### config.mk
export PLATFORM = sky130hd
export DESIGN_NAME = exp20_top
export DESIGN_NICKNAME = d
export VERILOG_FILES = /design/src/rtl/exp20_pkg.sv /design/src/rtl/exp20_sdiv.sv /design/src/rtl/exp20_top.sv
export SDC_FILE = /design/constraint.sdc
export NUM_CORES = 1
export LEC_CHECK = 0
export BUFFER_PORTS_ARGS = -buffer_cell sky130_fd_sc_hd__buf_2
export CAP_MARGIN = 40
export CORE_AREA = 2 2 218 262
export DETAILED_ROUTE_END_ITERATION = 8
export DIE_AREA = 0 0 220 264
export PLACE_DENSITY = 0.42
export SYNTH_ARGS = -nofsm -noshare
export SYNTH_HDL_FRONTEND = slang
export SYNTH_HIERARCHICAL = 1
export SYNTH_SLANG_ARGS = --single-unit
### constraint.sdc
create_clock -name clk -period 10.26 [get_ports clk]
set_clock_uncertainty 0.1 [all_clocks]
set_input_delay 0.513 -clock clk [delete_from_list [all_inputs] [get_ports clk]]
set_output_delay 0.513 -clock clk [all_outputs]
set_load 0.05 [all_outputs]
### src/rtl/exp20_pkg.sv
// ----------------------------------------------------------------------------
// exp20_pkg : shared FSM state encoding and sizing constants for exp20_top
// Rev 1.0
// ----------------------------------------------------------------------------
`default_nettype none

package exp20_pkg;

  localparam int FIFO_DEPTH  = 16;
  localparam int FIFO_DATA_W = 16;
  localparam int OP_W        = 8;

  typedef enum logic [1:0] {
    IDLE = 2'd0,
    LOAD = 2'd1,
    DIV  = 2'd2,
    MUL  = 2'd3
  } state_e;

endpackage

`default_nettype wire

### src/rtl/exp20_sdiv.sv
// ----------------------------------------------------------------------------
// exp20_sdiv : signed 8-bit sequential divider, one restoring step per cycle
// Rev 1.0
// ----------------------------------------------------------------------------
`default_nettype none

module exp20_sdiv
  import exp20_pkg::*;
(
  input  logic            clk,
  input  logic            rst_n,
  input  logic            load_i,
  input  logic            step_i,
  input  logic [OP_W-1:0] dividend_i,
  input  logic [OP_W-1:0] divisor_i,
  output logic            last_o,
  output logic [OP_W-1:0] quot_o,
  output logic [OP_W-1:0] rem_o
);

  logic [OP_W-1:0] dvd_q, dvd_d;
  logic [OP_W-1:0] rem_q, rem_d;
  logic [OP_W-1:0] dsr_q, dsr_d;
  logic [2:0]      cnt_q, cnt_d;
  logic            sa_q, sa_d;
  logic            sb_q, sb_d;
  logic [OP_W:0]   trial;
  logic            ge;

  // Magnitudes are unsigned 8-bit (0..128), so -128 needs no special case.
  // A zero divisor never subtracts: quotient stays 0 and the dividend bits
  // shift straight into the remainder.
  always_comb begin
    trial = {rem_q, dvd_q[OP_W-1]};
    ge    = (dsr_q != '0) && (trial >= {1'b0, dsr_q});
    dvd_d = dvd_q;
    rem_d = rem_q;
    dsr_d = dsr_q;
    cnt_d = cnt_q;
    sa_d  = sa_q;
    sb_d  = sb_q;
    if (load_i) begin
      sa_d  = dividend_i[OP_W-1];
      sb_d  = divisor_i[OP_W-1];
      dvd_d = dividend_i[OP_W-1] ? ('0 - dividend_i) : dividend_i;
      dsr_d = divisor_i[OP_W-1] ? ('0 - divisor_i) : divisor_i;
      rem_d = '0;
      cnt_d = '0;
    end else if (step_i) begin
      dvd_d = {dvd_q[OP_W-2:0], ge};
      rem_d = ge ? (trial[OP_W-1:0] - dsr_q) : trial[OP_W-1:0];
      cnt_d = cnt_q + 3'd1;
    end
  end

  always_ff @(posedge clk or negedge rst_n) begin
    if (!rst_n) begin
      dvd_q <= '0;
      rem_q <= '0;
      dsr_q <= '0;
      cnt_q <= '0;
      sa_q  <= 1'b0;
      sb_q  <= 1'b0;
    end else begin
      dvd_q <= dvd_d;
      rem_q <= rem_d;
      dsr_q <= dsr_d;
      cnt_q <= cnt_d;
      sa_q  <= sa_d;
      sb_q  <= sb_d;
    end
  end

  assign last_o = (cnt_q == 3'd7);
  assign quot_o = (sa_q ^ sb_q) ? ('0 - dvd_q) : dvd_q;
  assign rem_o  = sa_q ? ('0 - rem_q) : rem_q;

endmodule

`default_nettype wire

### src/rtl/exp20_top.sv
// ----------------------------------------------------------------------------
// exp20_top : operand FIFO feeding a signed divider; reports quotient*remainder
// Rev 1.0
// ----------------------------------------------------------------------------
`default_nettype none

module exp20_top
  import exp20_pkg::*;
#(
  parameter int DEPTH  = FIFO_DEPTH,
  parameter int DATA_W = FIFO_DATA_W
) (
  input  logic              clk,
  input  logic              rst_n,
  input  logic              write_req,
  input  logic [DATA_W-1:0] fifo_write_data,
  output logic [4:0]        a_left_sig,
  output logic [DATA_W-1:0] product
);

  localparam int PTR_W = $clog2(DEPTH);

  logic [DATA_W-1:0] mem_q [DEPTH];
  logic [PTR_W-1:0]  wr_ptr_q, rd_ptr_q;
  logic [4:0]        left_q, left_d;
  logic [DATA_W-1:0] word_q;
  logic [DATA_W-1:0] product_q, product_d;
  state_e            state_q, state_d;

  logic              empty, push, pop, load, step, last;
  logic [OP_W-1:0]   quot, rem;
  logic [DATA_W-1:0] quot_ext, rem_ext;

  assign empty  = (left_q == 5'(DEPTH));
  assign push   = write_req && (left_q != '0);
  assign left_d = left_q - 5'(push) + 5'(pop);

  always_ff @(posedge clk) begin
    if (push) begin
      mem_q[wr_ptr_q] <= fifo_write_data;
    end
  end

  always_ff @(posedge clk or negedge rst_n) begin
    if (!rst_n) begin
      wr_ptr_q  <= '0;
      rd_ptr_q  <= '0;
      left_q    <= 5'(DEPTH);
      word_q    <= '0;
      product_q <= '0;
      state_q   <= IDLE;
    end else begin
      if (push) wr_ptr_q <= wr_ptr_q + 1'b1;
      if (pop) begin
        rd_ptr_q <= rd_ptr_q + 1'b1;
        word_q   <= mem_q[rd_ptr_q];
      end
      left_q    <= left_d;
      product_q <= product_d;
      state_q   <= state_d;
    end
  end

  assign quot_ext = {{(DATA_W-OP_W){quot[OP_W-1]}}, quot};
  assign rem_ext  = {{(DATA_W-OP_W){rem[OP_W-1]}}, rem};

  always_comb begin
    state_d   = state_q;
    product_d = product_q;
    pop       = 1'b0;
    load      = 1'b0;
    step      = 1'b0;
    case (state_q)
      IDLE: begin
        if (!empty) begin
          pop     = 1'b1;
          state_d = LOAD;
        end
      end
      LOAD: begin
        load    = 1'b1;
        state_d = DIV;
      end
      DIV: begin
        step = 1'b1;
        if (last) state_d = MUL;
      end
      MUL: begin
        product_d = quot_ext * rem_ext;
        state_d   = IDLE;
      end
      default: state_d = IDLE;
    endcase
  end

  exp20_sdiv u_sdiv (
    .clk        (clk),
    .rst_n      (rst_n),
    .load_i     (load),
    .step_i     (step),
    .dividend_i (word_q[DATA_W-1 -: OP_W]),
    .divisor_i  (word_q[OP_W-1:0]),
    .last_o     (last),
    .quot_o     (quot),
    .rem_o      (rem)
  );

  assign a_left_sig = left_q;
  assign product    = product_q;

endmodule

`default_nettype wire

==> results.tsv, run 1 <==
metric	value	unit
Crit Path Category	register to register	
routing usage on met3	2.545	%
Post-synth EDFFs	256	
antenna violations before repair	3	
worst path cell trace	xnor2_1 -> a21oi_1 -> xor2_1 -> nand2_1 -> fa_1 -> inv_1 -> fa_1 -> fa_1 -> inv_1 -> fa_1 -> inv_1 -> ha_1 -> o211ai_1 -> o21ai_0 -> o21ai_0 -> a31oi_1 -> xnor2_1 -> a21oi_1	
GRT Total Usage	13.07	%
RSZ-0062 raised after global routing	false	
antenna viol nets, final	0	
Post-Synth Simple-Gate Area	5.836	%
Tmin final	5.747	ns
core area	0.05563	mm^2
met2 Resource Use GR	24.72	%
main combinational cell family by area after synthesis	multiplexers	
multiplexer share of the synthesized area	14.50	%
via count	8535	
Post-Syn Area	0.01651	mm^2
worst slew pin tran	0.7967	ns
row cnt	95	
vias in the first global route	9037	
CTS Sinks	332	
maximum capacitance violations	0	
outcome	completed	
met1 Track Usage GR	14.67	%
WL/cell	19.54	um
First DRT Iteration DRCs	429	
Synth area leader	edfxtp_1	
die height	264	um
worst hold path type	primary input to register	
Final HPWL DP	23180	um
predominant post-synthesis flop cell	edfxtp_1	
cell with the most instances after synthesis	edfxtp_1	
cell family with the largest share of critical-path delay	adder cells	
CP max stage cell	xor2_1	
Adder-Cell Fraction of Synth Area	11.31	%
top-area cell type share of the netlist area	46.57	%
pin count of the biggest net entering global routing	61	
Seq/Total Area, Yosys	58.09	%
asr flop ratio synth	22.89	%
H-tree depth	2	
Skew-Pair Late Insertion Delay	0.56	ns
CP startpoint kind	register	
Max Slew Vio Count	0	
initial core utilization	29.68	%
Post-Synth XOR/XNOR Area	2.865	%
Synth Area per Inst	15.71	um^2
Synthesized Nets	1185	
Slew HR	46.89	%
clock root buffer	clkbuf_16	
setup TNS	0	ns
Num CTS Buffers	38	
CP Buf/Inv Count	3	
crit path max fanout	10	
I/O pin count	40	
drt pass-1 iters	4	
Clock Pin Slew Worst Setup and Hold Paths	0.06	ns
final setup margin	4.513	ns
period utilization	56.01	%
Synth Area in Compound Gates	3.411	%
Placer Congestion	0.7874	
Synth warnings	6	
Port Buffer Count	39	
final core occ	33.89	%
Die W	220	um
Max stage delay on crit path	0.58	ns
vias per cell	4.547	
first-pass GRT wire length	56400	um
pre-CTS setup slack	4.405	ns
busiest grt layer	met2	
clock tree from TritonCTS	done	
Post-CTS Repair Setup Buffers	0	
commonest cells in the netlist	edfxtp_1 (256), inv_1 (110), dfrtp_1 (75)	
CP most frequent cell	fa_1	
endpoint type of the worst setup path	register	
DRC viols	0	
Routed WL	36670	um
share of layout cells above drive strength 1	19.76	%
Crit path arrival time	6.04	ns
fin nets	1256	
total grt overflow	0	
Hold Violations, Final	0	
top area cells in the synthesized netlist	edfxtp_1 (47%), dfrtp_1 (11%), mux4_2 (9.1%), fa_1 (6.9%), ha_1 (4.4%)	
number of synthesized register bits	332	
synth unique cells	58	
Bufs on Longest Clock Path	3	
Max Clk Rate	174.0	MHz
Required @ worst endpoint	10.55	ns
synth-to-layout area growth	14.21	%
DIE AREA	0.05808	mm^2
post-synthesis cell count	1051	
final setup vio count	0	
per-stage QoR:
step                      instances  area, um^2  hold WS [ns]
after floorplan                1051       16510        0.1174
after global placement         1805       17550        0.2887
after detailed placement       1808       17630        0.2927
after CTS                      1876       18850        0.1920
after global routing           1876       18850        0.2134
final                          1877       18850        0.2304
layout by cell type, fill, tap and decap left out, types with 15 or more instances in the layout:
cell,instances
xnor2_1,39
o21ai_0,29
nor2_1,36
xor2_1,15
inv_1,110
clkbuf_16,38
a21oi_1,17
mux2i_1,16
edfxtp_1,256
mux2_2,34
nand2_1,44
buf_2,38
and2_1,58
ha_1,58
mux4_2,67
dfrtp_1,73
buf_4,24
fa_1,57
metal layers:
metal  wire length, um  up-vias
li1                  -     3984
met1             14040     4368
met2             20300      121
met3              1470       58
met4               840        4
met5                17        -
worst reg2reg max path: stages, from the launching register on:
cell	delay [ns]
dfrtp_1	0.48
xnor2_1	0.49
a21oi_1	0.11
xor2_1	0.58
nand2_1	0.16
fa_1	0.54
inv_1	0.06
fa_1	0.49
fa_1	0.49
inv_1	0.05
fa_1	0.53
inv_1	0.04
ha_1	0.32
o211ai_1	0.10
o21ai_0	0.42
o21ai_0	0.20
a31oi_1	0.23
xnor2_1	0.14
a21oi_1	0.08
path summary, 6_finish.rpt:
path | cells past startpoint | slack, ns | endpoint | from
worst max-delay path | 18 | 4.51 | product[15] | u_sdiv/sa_q
worst min-delay path | 1 | 0.23 | mem_q[0][9] | fifo_write_data[9]
worst max register to register | 18 | 4.51 | product[15] | u_sdiv/sa_q
worst min register to register | 2 | 0.38 | product[8] | product[8]
max in group asynchronous | 4 | 9.05 | word_q[0] | rst_n
min in group asynchronous | 2 | 0.26 | product[5] | rst_n
cell type report:
type                            instances  area, um^2
Antenna cell                            1       2.502
Clock buffer                           48       998.5
Clock inverter                         19       216.5
Fill cell                            5411       36770
Inverter                              111       416.7
Multi-Input combinational cell        573        6260
Sequential cell                       332        9595
Tap cell                              727       909.6
Timing Repair Buffer                   66       455.4
what timing repair did:
action,in CTS,in global routing
gates resized for setup,0,0
hold buffers,1,0
endpoints found under the hold margin,16,0
kinds of logic (layout without fill, tap and decap cells):
logic type	count (synthesis)	in the layout
adder cells (fa/ha/maj)	115	115
other	0	1
buffers and inverters	146	244
AO/OA/AOI/OAI	88	88
flip-flops	332	332
multiplexers	130	130
XOR/XNOR	54	54
AND/OR/NAND/NOR	186	186
flip-flops by register name, indices dropped and copies added (netlist names), 3 cells and up:
name	flops
wr_ptr_q	4
word_q	16
a_left_sig	5
u_sdiv/cnt_q	3
mem_q	256
product	16
rd_ptr_q	4
u_sdiv/rem_q	8
u_sdiv/dsr_q	8
u_sdiv/dvd_q	8
Power of run 1 is left out: the tool's default activity adds up to more than one toggle a clock period on the data nets, which glitch-free logic cannot reach.
==> inputs of run 2 (changes only) <==
clock period = 5.8 ns   (was 10.26 ns; I/O delays follow)
==> run 2 against run 1 <==
Net effect: non-clock buffer count grew 19; critical path depth increased by 1; via count rose by 1.5%; sequential share of layout area is 0.40 points lower; clock-buffer cell count is 2 lower; global-route usage increased by 0.21 points; cell area increased by 0.80%; final cell count rose by 1.1%; fmax is 5.8% higher; flip-flop and latch count is the same; critical path type unchanged; critical endpoint is now product[13].
==> results.tsv, run 2 (synthesis gave the netlist of run 1 again) <==
metric	value	unit
Final HPWL DP	23400	um
setup TNS	0	ns
synth-to-layout area growth	15.12	%
clock root buffer	clkbuf_16	
worst slew pin tran	0.7903	ns
worst hold path type	primary input to async pin	
die height	264	um
period utilization	93.69	%
Biggest register	mem_q	
GRT Total Usage	13.27	%
RSZ-0062 raised after global routing	false	
multi-input logic area	0.006267	mm^2
Placer Congestion	0.7668	
clock tree from TritonCTS	done	
Required @ worst endpoint	6.14	ns
fillers	5441	
core area	0.05563	mm^2
Sequential Area	0.009595	mm^2
DIE AREA	0.05808	mm^2
DRC viols	0	
Routed WL	36960	um
Num CTS Buffers	38	
Die W	220	um
share of layout cells above drive strength 1	19.91	%
CP startpoint kind	register	
cell family with the largest share of critical-path delay	adder cells	
# diodes	0	
Skew-Pair Late Insertion Delay	0.56	ns
First DRT Iteration DRCs	330	
Crit path arrival time	5.78	ns
Slew HR	47.31	%
endpoint type of the worst setup path	register	
Bufs on Longest Clock Path	3	
H-tree depth	2	
max FFs per register	256	
commonest non-fill, non-tap cell in the layout	edfxtp_1	
row cnt	95	
total grt overflow	0	
CP Buf/Inv Count	4	
Post-CTS Repair Setup Buffers	0	
Max Clk Rate	184.0	MHz
maximum capacitance violations	0	
Tmin final	5.434	ns
fin nets	1275	
Max stage delay on crit path	0.56	ns
I/O pin count	40	
worst path cell trace	inv_1 -> ha_1 -> nand2b_1 -> xnor2_1 -> nand2_1 -> fa_1 -> inv_1 -> fa_1 -> fa_1 -> inv_1 -> fa_1 -> inv_1 -> ha_1 -> a21oi_1 -> o21ai_1 -> o21ai_0 -> nand2_1 -> xor2_1 -> mux2_2	
antenna viol nets, final	0	
Crit Path Category	register to register	
CTS Sinks	332	
crit path max fanout	8	
vias in the first global route	9486	
Max Slew Vio Count	0	
pin count of the biggest net entering global routing	54	
drt pass-1 iters	4	
first-pass GRT wire length	57570	um
final setup vio count	0	
vias per cell	4.565	
via count	8659	
initial core utilization	29.68	%
Clock Pin Slew Worst Setup and Hold Paths	0.06	ns
WL/cell	19.48	um
antenna violations before repair	1	
outcome	completed	
most frequent cells in the layout	edfxtp_1 (256), inv_1 (110), dfrtp_1 (73)	
CP max stage cell	fa_1	
Hold Violations, Final	0	
Port Buffer Count	39	
run 2: layout make-up:
type	instances	area share [%]
Inverter	111	2.192
Multi-Input combinational cell	573	32.98
Sequential cell	332	50.49
Clock inverter	23	1.139
Timing Repair Buffer	85	3.252
Tap cell	727	4.786
Clock buffer	46	5.162
run 2: path summary, 6_finish.rpt:
check	slack (ns)	endpoint	from	cells past startpoint
worst max-delay path	0.37	product[13]	u_sdiv/rem_q[0]	19
worst min-delay path	0.03	product[5]	rst_n	2
worst max register to register	0.37	product[13]	u_sdiv/rem_q[0]	19
worst min register to register	0.39	product[8]	product[8]	2
max in group asynchronous	4.71	rd_ptr_q[0]	rst_n	4
min in group clk	0.03	mem_q[14][15]	fifo_write_data[15]	1
run 2: layer usage:
layer / global-route usage (%) / vias up / wire (um)
met5: 0 / - / 13
met4: 3.501 / 2 / 704
met3: 2.199 / 47 / 1135
met2: 24.76 / 99 / 20120
met1: 15.55 / 4489 / 14980
li1: - / 4022 / -
run 2: metrics by stage:
step / setup WS (ns) / area [um^2] / std cells / hold slack [ns] / util (%)
after floorplan: 0.6827 / 16510 / 1051 / -0.1056 / -
after global placement: 0.1653 / 17600 / 1811 / 0.07138 / 31.63
after detailed placement: 0.07586 / 17660 / 1814 / 0.07607 / 31.75
after CTS: 0.07535 / 19000 / 1897 / 0.0001616 / 34.15
after global routing: 0.0005684 / 19000 / 1897 / 0.01664 / 34.16
final: 0.3661 / 19000 / 1897 / 0.02684 / 34.16
run 2: worst reg2reg max path, stage by stage, from the launching register on:
cell      delay (ns)
dfrtp_1         0.47
inv_1           0.07
ha_1            0.21
nand2b_1        0.15
xnor2_1         0.54
nand2_1         0.17
fa_1            0.56
inv_1           0.06
fa_1            0.50
fa_1            0.49
inv_1           0.05
fa_1            0.53
inv_1           0.04
ha_1            0.33
a21oi_1         0.15
o21ai_1         0.15
o21ai_0         0.27
nand2_1         0.10
xor2_1          0.14
mux2_2          0.26
run 2: timing repair:
action                                  4_1_cts  5_1_grt
gates resized for setup                       0        2
hold buffers                                 14        0
hold endpoints to repair                    168        0
endpoints found under the setup margin        0        5
Power of run 2 is left out for the same reason.
==> inputs of run 3 (changes only) <==
ABC_AREA = 1   (was not set)
CORE_AREA = 2 2 223 269   (was 2 2 218 262)
DIE_AREA = 0 0 225 271   (was 0 0 220 264)
==> run 3 against run 2 <==
Net effect: flip-flop and latch count stayed put; routed wire length increased by 21%; utilization increased by 0.30 points; area after synthesis up 5.3%; critical path depth grew 3; worst setup slack gained 0.081 ns; first-iteration DRC count increased by 110%; synthesized cell count increased by 63%; worst hold slack worse by 0.0093 ns; register-to-register slack better by 0.08 ns; fmax increased by 1.5%; critical path type unchanged; largest cell class unchanged.
==> results.tsv, run 3 <==
metric	value	unit
Synth Area per Inst	10.13	um^2
First DRT Iteration DRCs	700	
Slew HR	42.81	%
Bufs on Longest Clock Path	3	
H-tree depth	2	
WL/cell	17.64	um
number of synthesized register bits	332	
vias per cell	4.622	
Port Buffer Count	39	
Synthesized Nets	1849	
Final HPWL DP	28030	um
synth unique cells	50	
Metal-1 WL	19430	um
initial core utilization	29.89	%
Max Slew Vio Count	0	
R2R setup slack	0.45	ns
FF-to-FF path depth	22	
cell with the most instances after synthesis	nand2_1	
Sequential Area	0.009598	mm^2
crit path max fanout	8	
row cnt	97	
maximum capacitance violations	0	
share of layout cells above drive strength 1	9.855	%
Required @ worst endpoint	6.14	ns
outcome	completed	
Adder-Cell Fraction of Synth Area	10.74	%
synth-to-layout area growth	15.31	%
reg2reg end	product[15]	
Post-CTS Repair Setup Buffers	0	
first-pass GRT wire length	69820	um
max FFs per register	256	
Tmin final	5.353	ns
worst slew pin tran	0.8558	ns
worst hold path type	primary input to async pin	
via count	11730	
post-synthesis cell count	1715	
total grt overflow	0	
commonest non-fill, non-tap cell in the layout	nand2_1	
predominant post-synthesis flop cell	edfxtp_1	
vias in the first global route	11950	
Seq/Total Area, Yosys	55.20	%
GRT Total Usage	14.95	%
Clock Pin Slew Worst Setup and Hold Paths	0.07	ns
RSZ-0062 raised after global routing	false	
Biggest register	mem_q	
Crit Path Category	register to register	
Num CTS Buffers	39	
commonest cells in the netlist	nand2_1 (310), edfxtp_1 (256), nor2_1 (243)	
Post-synth EDFFs	256	
CTS Sinks	332	
Skew-Pair Late Insertion Delay	0.56	ns
Synth area leader	edfxtp_1	
Synth warnings	6	
die height	271	um
final setup vio count	0	
top area cells in the synthesized netlist	edfxtp_1 (44%), dfrtp_1 (11%), nand2_1 (6.7%), fa_1 (6.6%), nor2_1 (5.2%)	
fin nets	1899	
Post-Synth Simple-Gate Area	15.73	%
endpoint type of the worst setup path	register	
setup TNS	0	ns
CP startpoint kind	register	
antenna viol nets, final	0	
Highest Signal Layer	met5	
FF-to-FF Start	u_sdiv/dvd_q[1]	
Post-Syn Area	0.01738	mm^2
drt pass-1 iters	4	
top-area cell type share of the netlist area	44.24	%
routed wl met3	1309	um
WL met2	22880	um
Hold Violations, Final	0	
Die W	225	um
clock root buffer	clkbuf_16	
DIE AREA	0.06098	mm^2
most frequent cells in the layout	nand2_1 (310), edfxtp_1 (256), nor2_1 (227)	
DRC viols	0	
Crit path arrival time	5.70	ns
main combinational cell family by area after synthesis	simple AND/OR/NAND/NOR gates	
clock tree from TritonCTS	done	
pin count of the biggest net entering global routing	73	
asr flop ratio synth	22.89	%
I/O pin count	40	
Max Clk Rate	186.8	MHz
antenna violations before repair	2	
Synth Area in Compound Gates	8.929	%
fillers	5827	
multi-input logic area	0.006584	mm^2
Routed WL	44780	um
core area	0.05813	mm^2
Post-Synth XOR/XNOR Area	1.959	%
Placer Congestion	0.8052	
period utilization	92.29	%
multiplexer share of the synthesized area	0	%
[run 3: cell count changes in the layout (fill, tap and decap cells not counted), sizes merged, moves of 11 or more]
cell / previous run / this run
nor2b: 11 / 0
xor2: 15 / 34
nor2: 36 / 246
nand3: 7 / 78
mux2i: 16 / 0
o211ai: 2 / 64
mux4: 80 / 0
xnor2: 39 / 4
o21ai: 29 / 164
and2: 58 / 0
nand2: 44 / 315
mux2: 34 / 0
inv: 112 / 223
[run 3: cell families (layout without fill, tap and decap cells)]
logic type	after synthesis	count (layout)
adders and majority gates	115	115
xor gates and xnor gates	38	38
and+or+nand+nor	659	659
DFF	332	332
other	0	1
buffers and inverters	309	390
AOI/OAI and AO/OA	262	262
[run 3: layout make-up]
cell class	count	share of cell area (%)
clock buffer	50	5.183
inverter	228	4.278
tap	742	4.634
antenna	1	0.01249
clock inverter	22	1.480
sequential	332	47.90
timing repair buffer	90	3.647
multi-input combinational	1074	32.86
[run 3: how the worst max path moves through the flow]
| stage | from | end | slack, ns | depth (start not counted) |
|---|---|---|---|---|
| 3_5_place_dp | u_sdiv/dvd_q[1] | product[15] | 0.38 | 22 |
| 2_1_floorplan | u_sdiv/sa_q | product[15] | 0.90 | 22 |
| 3_3_place_gp | u_sdiv/dvd_q[1] | product[15] | 0.47 | 22 |
| 4_1_cts | u_sdiv/dvd_q[1] | product[15] | 0.34 | 22 |
| 5_1_grt | u_sdiv/dvd_q[1] | product[15] | 0.06 | 22 |
| 6_report | u_sdiv/dvd_q[1] | product[15] | 0.45 | 22 |
[run 3: worst max-delay path, cell delays in order, from the launching register on]
cell and delay [ns]:
dfrtp_1 0.38, inv_1 0.12, ha_1 0.16, inv_1 0.06, o41ai_1 0.50, xor2_2 0.38, nand2_1 0.14, fa_1 0.47
fa_1 0.54, inv_1 0.06, fa_1 0.52, inv_1 0.05, fa_1 0.47, inv_1 0.04, ha_1 0.32, a21oi_1 0.33
nand2_1 0.10, nand2_1 0.07, nand2_1 0.04, nor2_1 0.15, nand3_1 0.10, nand3_1 0.09, nand2_1 0.06
[run 3: repair_timing]
action / in CTS / in global routing
gates resized for setup: 0 / 1
hold buffers: 18 / 0
setup endpoints to repair: 0 / 2
hold endpoints to repair: 251 / 0
[run 3: per-stage QoR]
stage          cell area, um^2  utilization (%)  cells  setup slack, ns  hold slack (ns)
3_5_place_dp             18510            31.84   2448           0.3775          0.06471
6_report                 20040            34.46   2539           0.4472          0.01756
2_1_floorplan            17380                -   1715           0.9038          -0.1056
4_1_cts                  20030            34.45   2538           0.3422        0.0008797
5_1_grt                  20040            34.46   2539          0.05674          0.02178
3_3_place_gp             18350            31.57   2441           0.4671          0.06535
[run 3: per-layer routing]
layer	track usage, %	vias to the layer above
met4	4.339	2
li1	-	5765
met3	2.259	76
met2	26.99	156
met1	18.29	5735
met5	0	-
Power of run 3 is left out for the same reason.
